[src/rtl/proj_minhash_sketch_if.sv]
// proj_minhash_sketch_if
//   Stream bundle for the MinHash sketcher.
//   Input side : in_valid/in_ready handshake carrying one base (in_data) and
//                an end-of-fragment flag (in_last).
//   Output side: out_valid/out_ready handshake carrying one sketch entry
//                (out_sig, out_idx, out_chan) and an end-of-sketch flag (out_last).
//   master: the traffic source/sink around the sketcher; slave: the sketcher.
interface proj_minhash_sketch_if #(
  parameter int unsigned BASE_LEN = 2,
  parameter int unsigned SIG_LEN  = 32,
  parameter int unsigned IDX_LEN  = 10,
  parameter int unsigned CHAN_LEN = 2
);
  logic                in_valid;
  logic                in_ready;
  logic [BASE_LEN-1:0] in_data;
  logic                in_last;
  logic                out_valid;
  logic                out_ready;
  logic [SIG_LEN-1:0]  out_sig;
  logic [IDX_LEN-1:0]  out_idx;
  logic [CHAN_LEN-1:0] out_chan;
  logic                out_last;

  modport master (
    output in_valid, in_data, in_last, out_ready,
    input  in_ready, out_valid, out_sig, out_idx, out_chan, out_last
  );

  modport slave (
    input  in_valid, in_data, in_last, out_ready,
    output in_ready, out_valid, out_sig, out_idx, out_chan, out_last
  );
endinterface

[src/rtl/proj_minhash_sketch.sv]
// proj_minhash_sketch
//   Streaming multi-hash MinHash sketcher. Bases shift into a rolling k-mer
//   register; every complete k-mer is hashed by NUM_HASH seeded channels
//   (registered hash stage), and each channel keeps its minimum signature and
//   the start index of the k-mer that produced it. At fragment end (in_last or
//   FRAG_MAX bases) the NUM_HASH-entry sketch is drained in channel order.
// Ports
//   clk, rst_n : clock, synchronous active-low reset
//   sk (slave) : in_valid/in_ready/in_data/in_last base stream,
//                out_valid/out_ready/out_sig/out_idx/out_chan/out_last sketch stream
// Configuration
//   SKETCH_CANONICAL_EN : when defined, key = min(forward k-mer, reverse complement);
//                         otherwise the forward k-mer alone is hashed.
module proj_minhash_sketch #(
  parameter int unsigned BASE_LEN = 2,
  parameter int unsigned KMER_LEN = 16,
  parameter int unsigned SIG_LEN  = 32,
  parameter int unsigned NUM_HASH = 4,
  parameter int unsigned FRAG_MAX = 1024,
  parameter logic [31:0] SEED     = 32'h12345678,
  localparam int unsigned IDX_LEN  = $clog2(FRAG_MAX),
  localparam int unsigned CHAN_LEN = (NUM_HASH > 1) ? $clog2(NUM_HASH) : 1
) (
  input logic                 clk,
  input logic                 rst_n,
  proj_minhash_sketch_if.slave sk
);
  localparam int unsigned KW      = KMER_LEN * BASE_LEN;
  localparam int unsigned CNT_LEN = $clog2(FRAG_MAX + 1);
  localparam logic [SIG_LEN-1:0] MULT = SIG_LEN'(32'h2545F491);

  typedef enum logic [1:0] {ACC, FLUSH, DRAIN} state_t;

  state_t              state, state_next;
  logic [KW-1:0]       kmer, kmer_next;
  logic [CNT_LEN-1:0]  count, count_next;
  logic                accept, kvalid, frag_end, drain_hs, drain_done;
  logic [IDX_LEN-1:0]  kidx;
  logic [SIG_LEN-1:0]  key;
  logic [SIG_LEN-1:0]  hash    [NUM_HASH];
  logic                st_valid;
  logic [IDX_LEN-1:0]  st_idx;
  logic [SIG_LEN-1:0]  st_sig  [NUM_HASH];
  logic [SIG_LEN-1:0]  min_sig [NUM_HASH];
  logic [IDX_LEN-1:0]  min_idx [NUM_HASH];
  logic [CHAN_LEN-1:0] chan;

  assign accept     = sk.in_valid && (state == ACC);
  assign kmer_next  = {kmer[KW-BASE_LEN-1:0], sk.in_data};
  assign count_next = count + CNT_LEN'(1);
  assign kvalid     = count_next >= CNT_LEN'(KMER_LEN);
  assign kidx       = IDX_LEN'(count_next - CNT_LEN'(KMER_LEN));
  // Reaching FRAG_MAX bases ends the fragment even without in_last.
  assign frag_end   = sk.in_last || (count_next == CNT_LEN'(FRAG_MAX));
  assign drain_hs   = (state == DRAIN) && sk.out_ready;
  assign drain_done = drain_hs && (chan == CHAN_LEN'(NUM_HASH - 1));

`ifdef SKETCH_CANONICAL_EN
  // Reverse complement: complement of the newest base enters at the MSB end.
  logic [KW-1:0] rc, rc_next;
  assign rc_next = {~sk.in_data, rc[KW-1:BASE_LEN]};
  assign key     = (kmer_next < rc_next) ? SIG_LEN'(kmer_next) : SIG_LEN'(rc_next);
`else
  assign key = SIG_LEN'(kmer_next);
`endif

  always_comb begin
    for (int unsigned c = 0; c < NUM_HASH; c++) begin
      hash[c] = (key ^ SIG_LEN'(SEED + 32'(c) * 32'h9E3779B9)) * MULT;
    end
  end

  always_comb begin
    state_next   = state;
    sk.in_ready  = 1'b0;
    sk.out_valid = 1'b0;
    sk.out_last  = 1'b0;
    case (state)
      ACC: begin
        sk.in_ready = 1'b1;
        if (accept && frag_end) state_next = FLUSH;
      end
      // One cycle for the final k-mer's hash to reach the min compare.
      FLUSH: state_next = DRAIN;
      DRAIN: begin
        sk.out_valid = 1'b1;
        sk.out_last  = (chan == CHAN_LEN'(NUM_HASH - 1));
        if (drain_done) state_next = ACC;
      end
      default: state_next = ACC;
    endcase
  end

  assign sk.out_sig  = min_sig[chan];
  assign sk.out_idx  = min_idx[chan];
  assign sk.out_chan = chan;

  always_ff @(posedge clk) begin
    if (!rst_n) begin
      state    <= ACC;
      kmer     <= '0;
      count    <= '0;
      st_valid <= 1'b0;
      st_idx   <= '0;
      chan     <= '0;
      for (int unsigned c = 0; c < NUM_HASH; c++) begin
        st_sig[c]  <= '0;
        min_sig[c] <= '1;
        min_idx[c] <= '1;
      end
`ifdef SKETCH_CANONICAL_EN
      rc <= '0;
`endif
    end else begin
      state    <= state_next;
      st_valid <= accept && kvalid;
      if (accept) begin
        kmer   <= kmer_next;
        count  <= count_next;
        st_idx <= kidx;
        for (int unsigned c = 0; c < NUM_HASH; c++) st_sig[c] <= hash[c];
`ifdef SKETCH_CANONICAL_EN
        rc <= rc_next;
`endif
      end
      // Strict compare: ties keep the earlier k-mer's index.
      for (int unsigned c = 0; c < NUM_HASH; c++) begin
        if (st_valid && (st_sig[c] < min_sig[c])) begin
          min_sig[c] <= st_sig[c];
          min_idx[c] <= st_idx;
        end
      end
      if (drain_hs) begin
        if (drain_done) begin
          chan  <= '0;
          kmer  <= '0;
          count <= '0;
          for (int unsigned c = 0; c < NUM_HASH; c++) begin
            min_sig[c] <= '1;
            min_idx[c] <= '1;
          end
`ifdef SKETCH_CANONICAL_EN
          rc <= '0;
`endif
        end else begin
          chan <= chan + CHAN_LEN'(1);
        end
      end
    end
  end
endmodule

[src/flat_wrapper.sv]
// flat-port wrapper written by rule: the top's interface ports become plain ports
module proj_minhash_sketch_flat 
#(
  parameter int unsigned BASE_LEN = 2,
  parameter int unsigned KMER_LEN = 16,
  parameter int unsigned SIG_LEN  = 32,
  parameter int unsigned NUM_HASH = 4,
  parameter int unsigned FRAG_MAX = 1024,
  parameter logic [31:0] SEED     = 32'h12345678,
  localparam int unsigned IDX_LEN  = $clog2(FRAG_MAX),
  localparam int unsigned CHAN_LEN = (NUM_HASH > 1) ? $clog2(NUM_HASH) : 1
)
  (clk, rst_n, sk_in_valid, sk_in_data, sk_in_last, sk_out_ready, sk_in_ready, sk_out_valid, sk_out_sig, sk_out_idx, sk_out_chan, sk_out_last);
  proj_minhash_sketch_if #(.BASE_LEN(BASE_LEN), .SIG_LEN(SIG_LEN), .IDX_LEN(10), .CHAN_LEN(2)) sk_i ();
  input logic clk;
  input logic rst_n;
  input wire logic [$bits(sk_i.in_valid)-1:0] sk_in_valid;
  input wire logic [$bits(sk_i.in_data)-1:0] sk_in_data;
  input wire logic [$bits(sk_i.in_last)-1:0] sk_in_last;
  input wire logic [$bits(sk_i.out_ready)-1:0] sk_out_ready;
  output wire logic [$bits(sk_i.in_ready)-1:0] sk_in_ready;
  output wire logic [$bits(sk_i.out_valid)-1:0] sk_out_valid;
  output wire logic [$bits(sk_i.out_sig)-1:0] sk_out_sig;
  output wire logic [$bits(sk_i.out_idx)-1:0] sk_out_idx;
  output wire logic [$bits(sk_i.out_chan)-1:0] sk_out_chan;
  output wire logic [$bits(sk_i.out_last)-1:0] sk_out_last;
  assign sk_i.in_valid = sk_in_valid;
  assign sk_i.in_data = sk_in_data;
  assign sk_i.in_last = sk_in_last;
  assign sk_i.out_ready = sk_out_ready;
  assign sk_in_ready = sk_i.in_ready;
  assign sk_out_valid = sk_i.out_valid;
  assign sk_out_sig = sk_i.out_sig;
  assign sk_out_idx = sk_i.out_idx;
  assign sk_out_chan = sk_i.out_chan;
  assign sk_out_last = sk_i.out_last;
  proj_minhash_sketch #(.BASE_LEN(BASE_LEN), .KMER_LEN(KMER_LEN), .SIG_LEN(SIG_LEN), .NUM_HASH(NUM_HASH), .FRAG_MAX(FRAG_MAX), .SEED(SEED)) u_core (.clk(clk), .rst_n(rst_n), .sk(sk_i));
endmodule
[config.mk]
export PLATFORM = sky130hd
export DESIGN_NAME = proj_minhash_sketch_flat
export DESIGN_NICKNAME = d
export VERILOG_FILES = /design/src/rtl/proj_minhash_sketch_if.sv /design/src/rtl/proj_minhash_sketch.sv /design/src/flat_wrapper.sv
export SDC_FILE = /design/constraint.sdc
export NUM_CORES = 2
export LEC_CHECK = 0
export CELL_PAD_IN_SITES_DETAIL_PLACEMENT = 1
export CELL_PAD_IN_SITES_GLOBAL_PLACEMENT = 1
export CORE_MARGIN = 2
export CORE_UTILIZATION = 53
export DETAILED_ROUTE_END_ITERATION = 7
export GPL_ROUTABILITY_DRIVEN = 0
export HOLD_SLACK_MARGIN = 0.03
export PLACE_DENSITY = 0.83
export REMOVE_ABC_BUFFERS = 1
export SETUP_SLACK_MARGIN = 0.05
export SYNTH_ARGS = -nofsm -noshare
export SYNTH_HDL_FRONTEND = slang
export SYNTH_SLANG_ARGS = --single-unit
[constraint.sdc]
create_clock -name clk -period 8.2 [get_ports clk]
set_input_delay 1.64 -clock clk [delete_from_list [all_inputs] [get_ports clk]]
set_output_delay 1.64 -clock clk [all_outputs]
set_load 0.005 [all_outputs]
==> flow_summary.json <==
{
  "yosysSeqAreaShare_pct": 20.23,
  "period_share_pct": 97.56,
  "worstSetupPathType": "primary input to flop",
  "overflow": 0,
  "drc": 0,
  "p_per_area_nw_per_um2": 327.3,
  "start_util_pct": 53.53,
  "synth_area_um2": 43880,
  "place.detailed.hpwl_um": 120700,
  "crit_fanout": 8,
  "utilization_pct": 58.71,
  "hold_violations": 0,
  "design_area_um2": 48130,
  "cts_tree": "built",
  "drtIter0Drc": 2546,
  "setup_viol": 0,
  "viasPerCell": 6.013,
  "critPathLaunchType": "primary input",
  "cellLeakagePower_nw": 24.16,
  "status": "completed",
  "ant_nets": 0,
  "grt_use_total_pct": 37.01,
  "rsz0062_at_grt": "no",
  "core_um2": 81980,
  "hold_class": "flop to flop",
  "clock-sinks": 343,
  "io_pins": 54,
  "skew_ps": 28.67,
  "synth_cell_type_count": 65,
  "place_area_um2": 46670,
  "worst_skew_pair.late_latency_ps": 610,
  "antenna_found_initial": 4,
  "ys_warn_count": 0,
  "cts_buffers": 41,
  "drt_pass1_iterations": 5,
  "slew_headroom_pct": 10.30,
  "die_area_um2": 85110,
  "ys_ff_latch": 343,
  "htreeDepth": 2,
  "max_stage_delay_ps": 570,
  "maxSlewViolCount": 0,
  "vias": 32970,
  "ys_dominant_reg_cell": "edfxtp_1",
  "grt_pass1_wl_um": 234700,
  "grt_pass1_vias": 37848,
  "grt_max_degree": 73,
  "area_growth_pct": 9.677,
  "chipHeight_um": 291.7,
  "fmax_ghz": 0.1250,
  "num_rows": 105,
  "synth_edf_count": 201,
  "cpMaxStageDelayCell": "fa_1",
  "cp_top_family": "adder cells",
  "tightest_slew_ps": 1343,
  "cts.path.max_buffers": 3,
  "cts_post_setup_buffers_inserted": 0,
  "drt-total-wl_um": 156200,
  "async_flop_share_pct": 0,
  "drive_above_1_share_pct": 6.756,
  "drv_cap": 0,
  "syn_area_per_cell_um2": 10.39,
  "wl_per_cell_um": 28.50,
  "crit_path_end_kind": "flop",
  "syn_inst": 4222,
  "cts_root_buf": "clkbuf_16",
  "arrival_ps": 8330,
  "portBuffers": 53,
  "nets": 5772,
  "critPathRequiredTime_ps": 8530,
  "vdd_drop_max_v": 0.0003218,
  "clk_pin_slew_worst_paths_ps": 60,
  "path_buf_inv": 9,
  "die-width_um": 291.7,
  "fin_crit_ps": 8000
}
per-layer routing:
layer,share of wire (%),track usage [%],vias to the layer above
met5,0.0090,0,-
met4,6.6,20.48,2
met3,7.9,7.231,583
met2,48,63.20,1598
met1,37,43.91,16878
li1,-,-,13909
final cells by class:
type | count | area, µm²
Tap cell | 1070 | 1339
Sequential cell | 343 | 8882
Antenna cell | 2 | 5.005
Inverter | 1032 | 3874
Clock inverter | 27 | 340.3
Fill cell | 8894 | 33850
Multi-Input combinational cell | 2744 | 30820
Timing Repair Buffer | 216 | 1769
Clock buffer | 49 | 1097
sequential cells by signal (all words and copies together), names as in the netlist, named ones only:
name                cells
u_core.count           11
u_core.kmer            30
u_core.min_idx         40
u_core.min_sig        128
u_core.sk.out_chan      2
u_core.st_idx          10
u_core.st_sig         117
u_core.st_valid         1
u_core.state            2
path summary, 6_finish.rpt:
check	startpoint	end	slack (ps)	cells past startpoint
max reg2reg	u_core.kmer[10]$_SDFF_PN0_	u_core.st_sig[0][31]$_SDFFCE_PN0P_	660	22
min	u_core.kmer[29]$_SDFF_PN0_	u_core.kmer[29]$_SDFF_PN0_	470	2
max	sk_in_data[0]	u_core.st_sig[0][62]$_SDFFCE_PN0P_	200	25
min reg2reg	u_core.kmer[29]$_SDFF_PN0_	u_core.kmer[29]$_SDFF_PN0_	470	2
worst register-to-register path, cell delays in order, from the launching register on:
cell	delay [ps]
dfxtp_1	880
inv_1	320
fa_1	630
inv_1	80
fa_1	510
inv_1	50
fa_1	510
fa_1	540
inv_1	70
fa_1	600
fa_1	470
fa_1	490
ha_1	320
ha_1	200
or3_1	370
o21a_1	210
a21oi_1	150
o41ai_1	100
buf_4	160
a41oi_1	270
a21oi_1	120
xnor2_1	180
nor2_1	50
power breakdown:
group / total, W / switching [W] / internal (W)
Combinational: 0.0115 / 0.00663 / 0.00482
Clock: 0.00201 / 0.000845 / 0.00116
Sequential: 0.00230 / 0.000179 / 0.00212
logic make-up (layout without fill, tap and decap cells):
family / Yosys count / count (layout) / share of synthesized area (%)
compound gates: 499 / 499 / 7.294
xor+xnor: 189 / 189 / 3.772
fa+ha+maj: 1387 / 1387 / 49.73
buf+inv: 1135 / 1324 / 9.806
flops: 343 / 343 / 20.23
mux: 43 / 43 / 2.178
other cells: 0 / 2 / 0
simple gates: 626 / 626 / 6.989
what timing repair did:
action                                  CTS  global route
resized for setup                         0             4
hold buffers                              0             0
hold endpoints to repair                  0             0
endpoints found under the setup margin    0            15
per-stage QoR:
stage               hold slack, ps  std cells  setup WS [ps]  TNS, ps  total power, W
floorplan                    445.1       4119          548.8        0        0.008549
global placement             454.7       5405         -189.9    -1622         0.01229
detailed placement           468.6       5405         -417.5    -7948         0.01299
CTS                          478.3       5481          105.6        0         0.01537
global route                 498.6       5481          81.54        0         0.01656
finish                       474.7       5483          200.0        0         0.01575
synth_stat cells, types with 3 or more instances:
cell / n / area, µm²
buf_6: 4 / 45.04
ha_1: 792 / 9910
buf_2: 7 / 35.03
a41oi_1: 4 / 35.03
o2111ai_1: 4 / 35.03
a41o_1: 3 / 30.03
inv_1: 1032 / 3874
dfxtp_1: 142 / 2843
o22ai_1: 3 / 18.77
nor2b_1: 19 / 118.9
nor3_1: 57 / 285.3
nand2_1: 135 / 506.7
nand2b_1: 51 / 319.1
nor4_1: 4 / 25.02
o21bai_1: 9 / 67.56
o211ai_1: 90 / 675.7
and2_1: 8 / 50.05
and3_1: 34 / 212.7
o21ai_1: 26 / 130.1
edfxtp_1: 201 / 6036
a211oi_1: 21 / 157.7
o21ai_0: 43 / 215.2
o31ai_1: 5 / 37.54
or2_1: 3 / 18.77
nand4_1: 18 / 112.6
a2111oi_0: 3 / 26.28
nand3b_1: 4 / 30.03
nand3_1: 24 / 120.1
clkbuf_1: 76 / 285.3
mux4_2: 42 / 945.9
fa_1: 595 / 11910
and4_1: 4 / 35.03
or3_1: 13 / 81.33
xnor2_1: 117 / 1025
a31oi_1: 9 / 56.30
xor2_1: 72 / 630.6
nor2_1: 198 / 743.2
o21a_1: 22 / 165.2
buf_1: 15 / 56.30
a21oi_1: 171 / 855.8
or4_1: 48 / 360.4
a21o_1: 65 / 488.0
layout by cell type, fill, tap and decap left out, types with 5 or more instances in the layout:
cell and n:
a21o_1 65, ha_1 792, clkbuf_16 42, o21bai_1 9, nand4_1 18, o211ai_1 90
clkbuf_1 5, o21a_1 22, a211oi_1 20, xor2_1 72, and2_1 7, inv_1 1031
nand2_1 130, o21ai_1 25, nand2b_1 51, buf_4 162, nor3_1 57, a31oi_1 7
dfxtp_1 139, or3_1 13, nor2b_1 19, nand3_1 24, and3_1 34, clkdlybuf4s50_1 52
edfxtp_1 201, o31ai_1 5, or4_1 48, bufinv_16 6, o21ai_0 42, nor2_1 197
clkinvlp_4 5, fa_1 595, mux4_2 42, xnor2_1 117, clkinv_2 7, a21oi_1 169
Note: power is estimated with default switching activity, not from simulation.
